[src/rtl/pipe_skid_register.sv]
// Two-entry elastic pipeline register with a registered in_ready and a skid slot.
// Optional stall statistics counter enabled by `PIPE_SKID_STATS_EN`.
module pipe_skid_register #(
  parameter int WIDTH = 32
) (
  input  logic             clk,
  input  logic             reset,
  input  logic             in_valid,
  output logic             in_ready,
  input  logic [WIDTH-1:0] in_data,
  output logic             out_valid,
  input  logic             out_ready,
  output logic [WIDTH-1:0] out_data
`ifdef PIPE_SKID_STATS_EN
  ,
  output logic [15:0]      stall_cnt
`endif
);

  // state | meaning
  // EMPTY | no words held
  // BUSY  | main valid, skid free
  // FULL  | main and skid valid, upstream blocked
  typedef enum logic [1:0] {
    EMPTY = 2'd0,
    BUSY  = 2'd1,
    FULL  = 2'd2
  } state_t;

  state_t           state, state_nxt;
  logic [WIDTH-1:0] skid, skid_nxt, main_nxt;
  logic             in_ready_nxt, out_valid_nxt;
  logic             in_xfer, out_xfer;

  assign in_xfer  = in_valid && in_ready;
  assign out_xfer = out_valid && out_ready;

  always_ff @(posedge clk or negedge reset) begin
    if (!reset) begin
      state     <= EMPTY;
      in_ready  <= 1'b0;
      out_valid <= 1'b0;
      out_data  <= '0;
      skid      <= '0;
    end else begin
      state     <= state_nxt;
      in_ready  <= in_ready_nxt;
      out_valid <= out_valid_nxt;
      out_data  <= main_nxt;
      skid      <= skid_nxt;
    end
  end

  always_comb begin
    state_nxt = state;
    main_nxt  = out_data;
    skid_nxt  = skid;
    case (state)
      EMPTY: begin
        if (in_xfer) begin
          main_nxt  = in_data;
          state_nxt = BUSY;
        end
      end
      BUSY: begin
        if (in_xfer && out_xfer) begin
          main_nxt = in_data;
        end else if (in_xfer) begin
          skid_nxt  = in_data;
          state_nxt = FULL;
        end else if (out_xfer) begin
          state_nxt = EMPTY;
        end
      end
      FULL: begin
        if (out_xfer) begin
          main_nxt  = skid;
          state_nxt = BUSY;
        end
      end
      default: state_nxt = EMPTY;
    endcase
    // Flags follow the next state so in_ready drops on the edge that enters FULL.
    in_ready_nxt  = (state_nxt != FULL);
    out_valid_nxt = (state_nxt != EMPTY);
  end

`ifdef PIPE_SKID_STATS_EN
  always_ff @(posedge clk or negedge reset) begin
    if (!reset) begin
      stall_cnt <= 16'h0000;
    end else if (out_valid && !out_ready && (stall_cnt != 16'hFFFF)) begin
      stall_cnt <= stall_cnt + 16'd1;
    end
  end
`endif

endmodule

[config.mk]
export PLATFORM = sky130hd
export DESIGN_NAME = pipe_skid_register
export DESIGN_NICKNAME = d
export VERILOG_FILES = /design/src/rtl/pipe_skid_register.sv
export SDC_FILE = /design/constraint.sdc
export NUM_CORES = 1
export LEC_CHECK = 0
export ABC_AREA = 1
export CORE_MARGIN = 1.5
export CORE_UTILIZATION = 49
export CTS_BUF_LIST = sky130_fd_sc_hd__clkbuf_8
export CTS_CLUSTER_SIZE = 16
export DETAILED_ROUTE_END_ITERATION = 12
export GPL_ROUTABILITY_DRIVEN = 1
export GPL_TIMING_DRIVEN = 0
export PLACE_DENSITY = 0.78
export SKIP_LAST_GASP = 1
export SLEW_MARGIN = 20
export SYNTH_ARGS = -nofsm -noshare
export SYNTH_HDL_FRONTEND = slang
export SYNTH_SLANG_ARGS = --single-unit
[constraint.sdc]
create_clock -name clk -period 1.6 [get_ports clk]
set_input_delay 0.32 -clock clk [delete_from_list [all_inputs] [get_ports clk]]
set_output_delay 0.32 -clock clk [all_outputs]
set_load 0.01 [all_outputs]
# [Word level (Yosys, flattened, before mapping)]
# Index checks and enable logic that the tools add are counted.
[word_totals] mem_count=0 word_cells=30 latchBits=0 ramBits=0 input_bits=36 output_inout_bits=34 ff_bits=68 mem_bits_ro=0
[classes] div=0 n_mux=10 n_mul=0 n_reduce_logical=8 order_cmp=0 shift=0 bitwise=1 n_eq_ne=6 addsub=0
[op_table] operator="32-bit 2-to-1 mux" n=3
[op_table] operator="32-bit case mux with 3 select lines" n=1
[op_table] operator="2-bit 2-to-1 mux" n=5
[op_table] operator="2-bit inequality test (second input constant)" n=4
[op_table] operator="2-bit case mux with 3 select lines" n=1
[op_table] operator="4-bit AND reduction" n=1
[op_table] operator="1-bit logical AND" n=3
[op_table] operator="3-bit AND reduction" n=1
[op_table] operator="3-bit nonzero test" n=1
[op_table] operator="2-bit by 1-bit equality test with 1-bit output (second input constant)" n=1
[op_table] operator="2-bit equality test (second input constant)" n=1
[op_table] operator="2-bit zero test" n=1
[op_table] operator="2-bit nonzero test" n=1
[op_table] operator="1-bit NOT" n=1

# [Longest topological paths before layout]
[depth] depth_word=6 depth_mapped=8 ltp_nobuf=6

# [Worst setup path after synthesis]
# Ideal clock, no wire load.
[synth_path] path_type="register to register" from="register state[1]" to="register out_data[10]" setup_slack_ns=0.409 stages_incl_launch_ff=9 required_ns=1.483 path_buffers=2 t_arrival_ns=1.073 cell_sequence="dfrtp_1 > buf_4 > inv_2 > nand3_2 > nand2_4 > nand2_4 > buf_2 > nand2_1 > nand2_1"
[synth_between] elab_chain_cells=3 elab_cells_between_ends=9 cone_classes="eq/ne: 5; mux: 1; reduce/logical: 3"
[synth_rtl] item="from (decl)" line="30" source="state_t state, state_nxt;"
[synth_rtl] item="from (signal assigned)" line="46" source="state <= state_nxt;"
[synth_rtl] item="2-bit by 1-bit equality test with 1-bit output (tied with other cells)" line="58" source="case (state)"
[synth_rtl] item="2-bit inequality test (no source line) / 3-bit nonzero test (equally long branches)"
[synth_rtl] item="4-bit AND reduction (no source line)"
[synth_rtl] item="to (signal assigned)" line="49" source="out_data <= main_nxt;"
[synth_rtl] item="to (decl)" line="13" source="output logic [WIDTH-1:0] out_data"
# Several ways; a longest one is shown, not always the timed one.
# A chain may end at the register's enable or synchronous reset.

# [Final worst setup path]
[layout_path] from="register out_data[23]" to="output port out_data[23]"
# No word-level cell between the ends.

==> run metrics <==
# DRC 0; number of vias per cell 5.21; final core utilization 67.1%; CTS Buffer Depth 2; total length of routed wires 7980 um; met1 GRT Util 34.5%; Synth-to-Final Area Change 32.9%; commonest cells in the netlist 195 x nand2_1, 96 x nand3_1, 68 x dfrtp_1, 21 x buf_2; Final Critical Period 1570 ps; Worst Path Class, Setup reg2out; WL/cell 14.1 um; Synth top area share 53.4%; syn_area_per_cell 7.93 um^2; Max H-tree Level 3; initial antenna violation count 0; GPL Wtd Cong 0.840; initial core utilization 50.5%; area post-placement 4000 um^2; WP buf/inv 1; worst reg2reg setup slack 210 ps; Least-Margin Pin Slew 478 ps; vias in the first global route 3014; initial drt markers 238; RSZ-0062 raised after global routing no; CP peak stage delay 540 ps; outcome finished, final reports clean; Hold Crit Class in2async; Req. time, crit path 1280 ps; Die H 83.6 um; power per cell area 2090 nW/um^2; critical path fanouts, max 2; CTS buffer count 9; non-filler cells, final 567; async set-or-reset flop fraction in the synthesized netlist 100%; CTS root buffer clkbuf_8; largest net degree at the start of global routing 52; Worst-Skew Late Latency 350 ps; Synth cell types 16; final setup violation count 0; Yosys reg bits 68; area leader, netlist dfrtp_1; post-route cell area 4240 um^2; ys flop type dfrtp_1; Post-synth EDFFs 0; clock-pin slew on the worst setup and hold paths 70 ps; Fmax achieved 638 MHz; IR drop worst, VDD 1410 uV; grt met3 use 3.96%; clk_skew 8.26 ps; Post-Syn Area 3190 um^2; CP max stage cell clkdlybuf4s50_1; Final Hold Fails 0; met2 global-route usage 38.0%; Slew Viols, Final 0; post-route ant nets 0; I/O Pins 70; Post-Syn Nets 438; most numerous cell in the Yosys netlist nand2_1; period utilization 98.0%; cell row count 29; synthesized instance count 402; critical path, cell by cell clkdlybuf4s50_1; total global-route track usage 24.7%; Power Total 8860 uW; first-pass GRT wire length 13900 um; placed insts 549; grt ovf 0; Max-Slew Margin vs Limit 68.1%; post-DP HPWL 5460 um; delay-heaviest family, CP buffers and inverters; Seq/Total Area, Yosys 53.4%; top post-synthesis cells by area dfrtp_1 53%, nand2_1 23%, nand3_1 15%; GR peak layer met2; die width 83.6 um; number of port buffers 69; drt first pass iters 5; CP Capture Type primary output; maxcap violations 0; CTS tree done; Crit path arrival time 1250 ps; Fin Setup TNS 0 ps; share of cells above drive strength 1 11.0%; core outline area 6310 um^2; Yosys warnings 0; ant diodes 0; DR vias 2955; nets 521; die area 7000 um^2; CP Launch Type flop; Leak 0.00230 uW; clock sink total 68
-- power by group --
group | total (uW) | leakage, uW | internal, uW | switching [uW]
clock | 1440 | 0.0000983 | 759 | 685
combinational | 4410 | 0.00135 | 1790 | 2630
sequential | 3010 | 0.000844 | 2560 | 443
-- kinds of logic after synthesis --
family | after synthesis | synth area share (%)
AOI/OAI and AO/OA | 4 | 1.34
and+or+nand+nor | 297 | 39.7
buffers and inverters | 33 | 5.54
DFF | 68 | 53.4
-- placed cells by master, fill, tap and decap left out --
cell type,Yosys,layout
clkbuf_8,0,10
a21oi_4,1,1
bufinv_16,0,1
clkdlybuf4s50_1,0,59
nand2_2,1,1
buf_6,3,3
nand2_1,195,195
clkinv_2,0,2
dlygate4sd3_1,0,1
clkbuf_1,3,3
buf_16,0,1
o21ai_4,1,1
nand2_4,3,3
nand3_1,96,96
nand3_2,1,1
nor2_1,1,1
dlymetal6s2s_1,0,8
dlygate4sd2_1,0,1
clkinv_4,0,1
buf_4,1,3
buf_2,21,21
dfrtp_1,68,68
inv_1,2,2
inv_2,3,3
clkinvlp_4,0,2
o21ai_0,2,2
-- metrics by stage --
step                      hold WS (ps)  setup WS, ps
after floorplan                   24.4           409
after global placement             454         -2110
after detailed placement           212          -103
after CTS                          382          14.3
after global routing               424          3.33
final                              385          32.2
-- routing by layer --
metal	part of all wire (%)	vias to the layer above
met2	47	113
met3	5.4	21
li1	-	1449
met4	2.7	0
met5	0	-
met1	45	1372
-- final cells by class --
cell class              instances  area [um^2]
fillers                       543         2080
flip-flops and latches         68         1700
multi-input cells             301         1310
repair buffers                 72          752
plain buffers                  28          158
clock buffers                  10          138
well taps                      77         96.3
clock inverters                 6         63.8
inverters                       5         18.8
-- final timing paths --
check | startpoint | to | depth (start not counted)
setup / recovery | out_data[23]$_DFFE_PN0P_ | out_data[23] | 1
hold / removal | reset | in_ready$_DFF_PN0_ | 2
min in group clk | out_data[18]$_DFFE_PN0P_ | out_data[18]$_DFFE_PN0P_ | 2
max in group asynchronous | reset | skid[4]$_DFFE_PN0P_ | 3
hold reg to reg | out_data[18]$_DFFE_PN0P_ | out_data[18]$_DFFE_PN0P_ | 2
setup reg to reg | out_valid$_DFF_PN0_ | state[0]$_DFF_PN0_ | 6
-- registers in the layout, summed over array words and instances (netlist names) --
| signal | flops |
|---|---|
| state | 2 |
| in_ready | 1 |
| out_valid | 1 |
| out_data | 32 |
| skid | 32 |
-- what timing repair did --
| item | 4_1_cts | 5_1_grt |
|---|---|---|
| gates resized for setup | 1 | 8 |
| hold buffers | 1 | 0 |
| endpoints found under the hold margin | 17 | 0 |
| buffers inserted | 1 | 0 |
| endpoints found under the setup margin | 2 | 8 |
(Power assumes the default switching activity.)
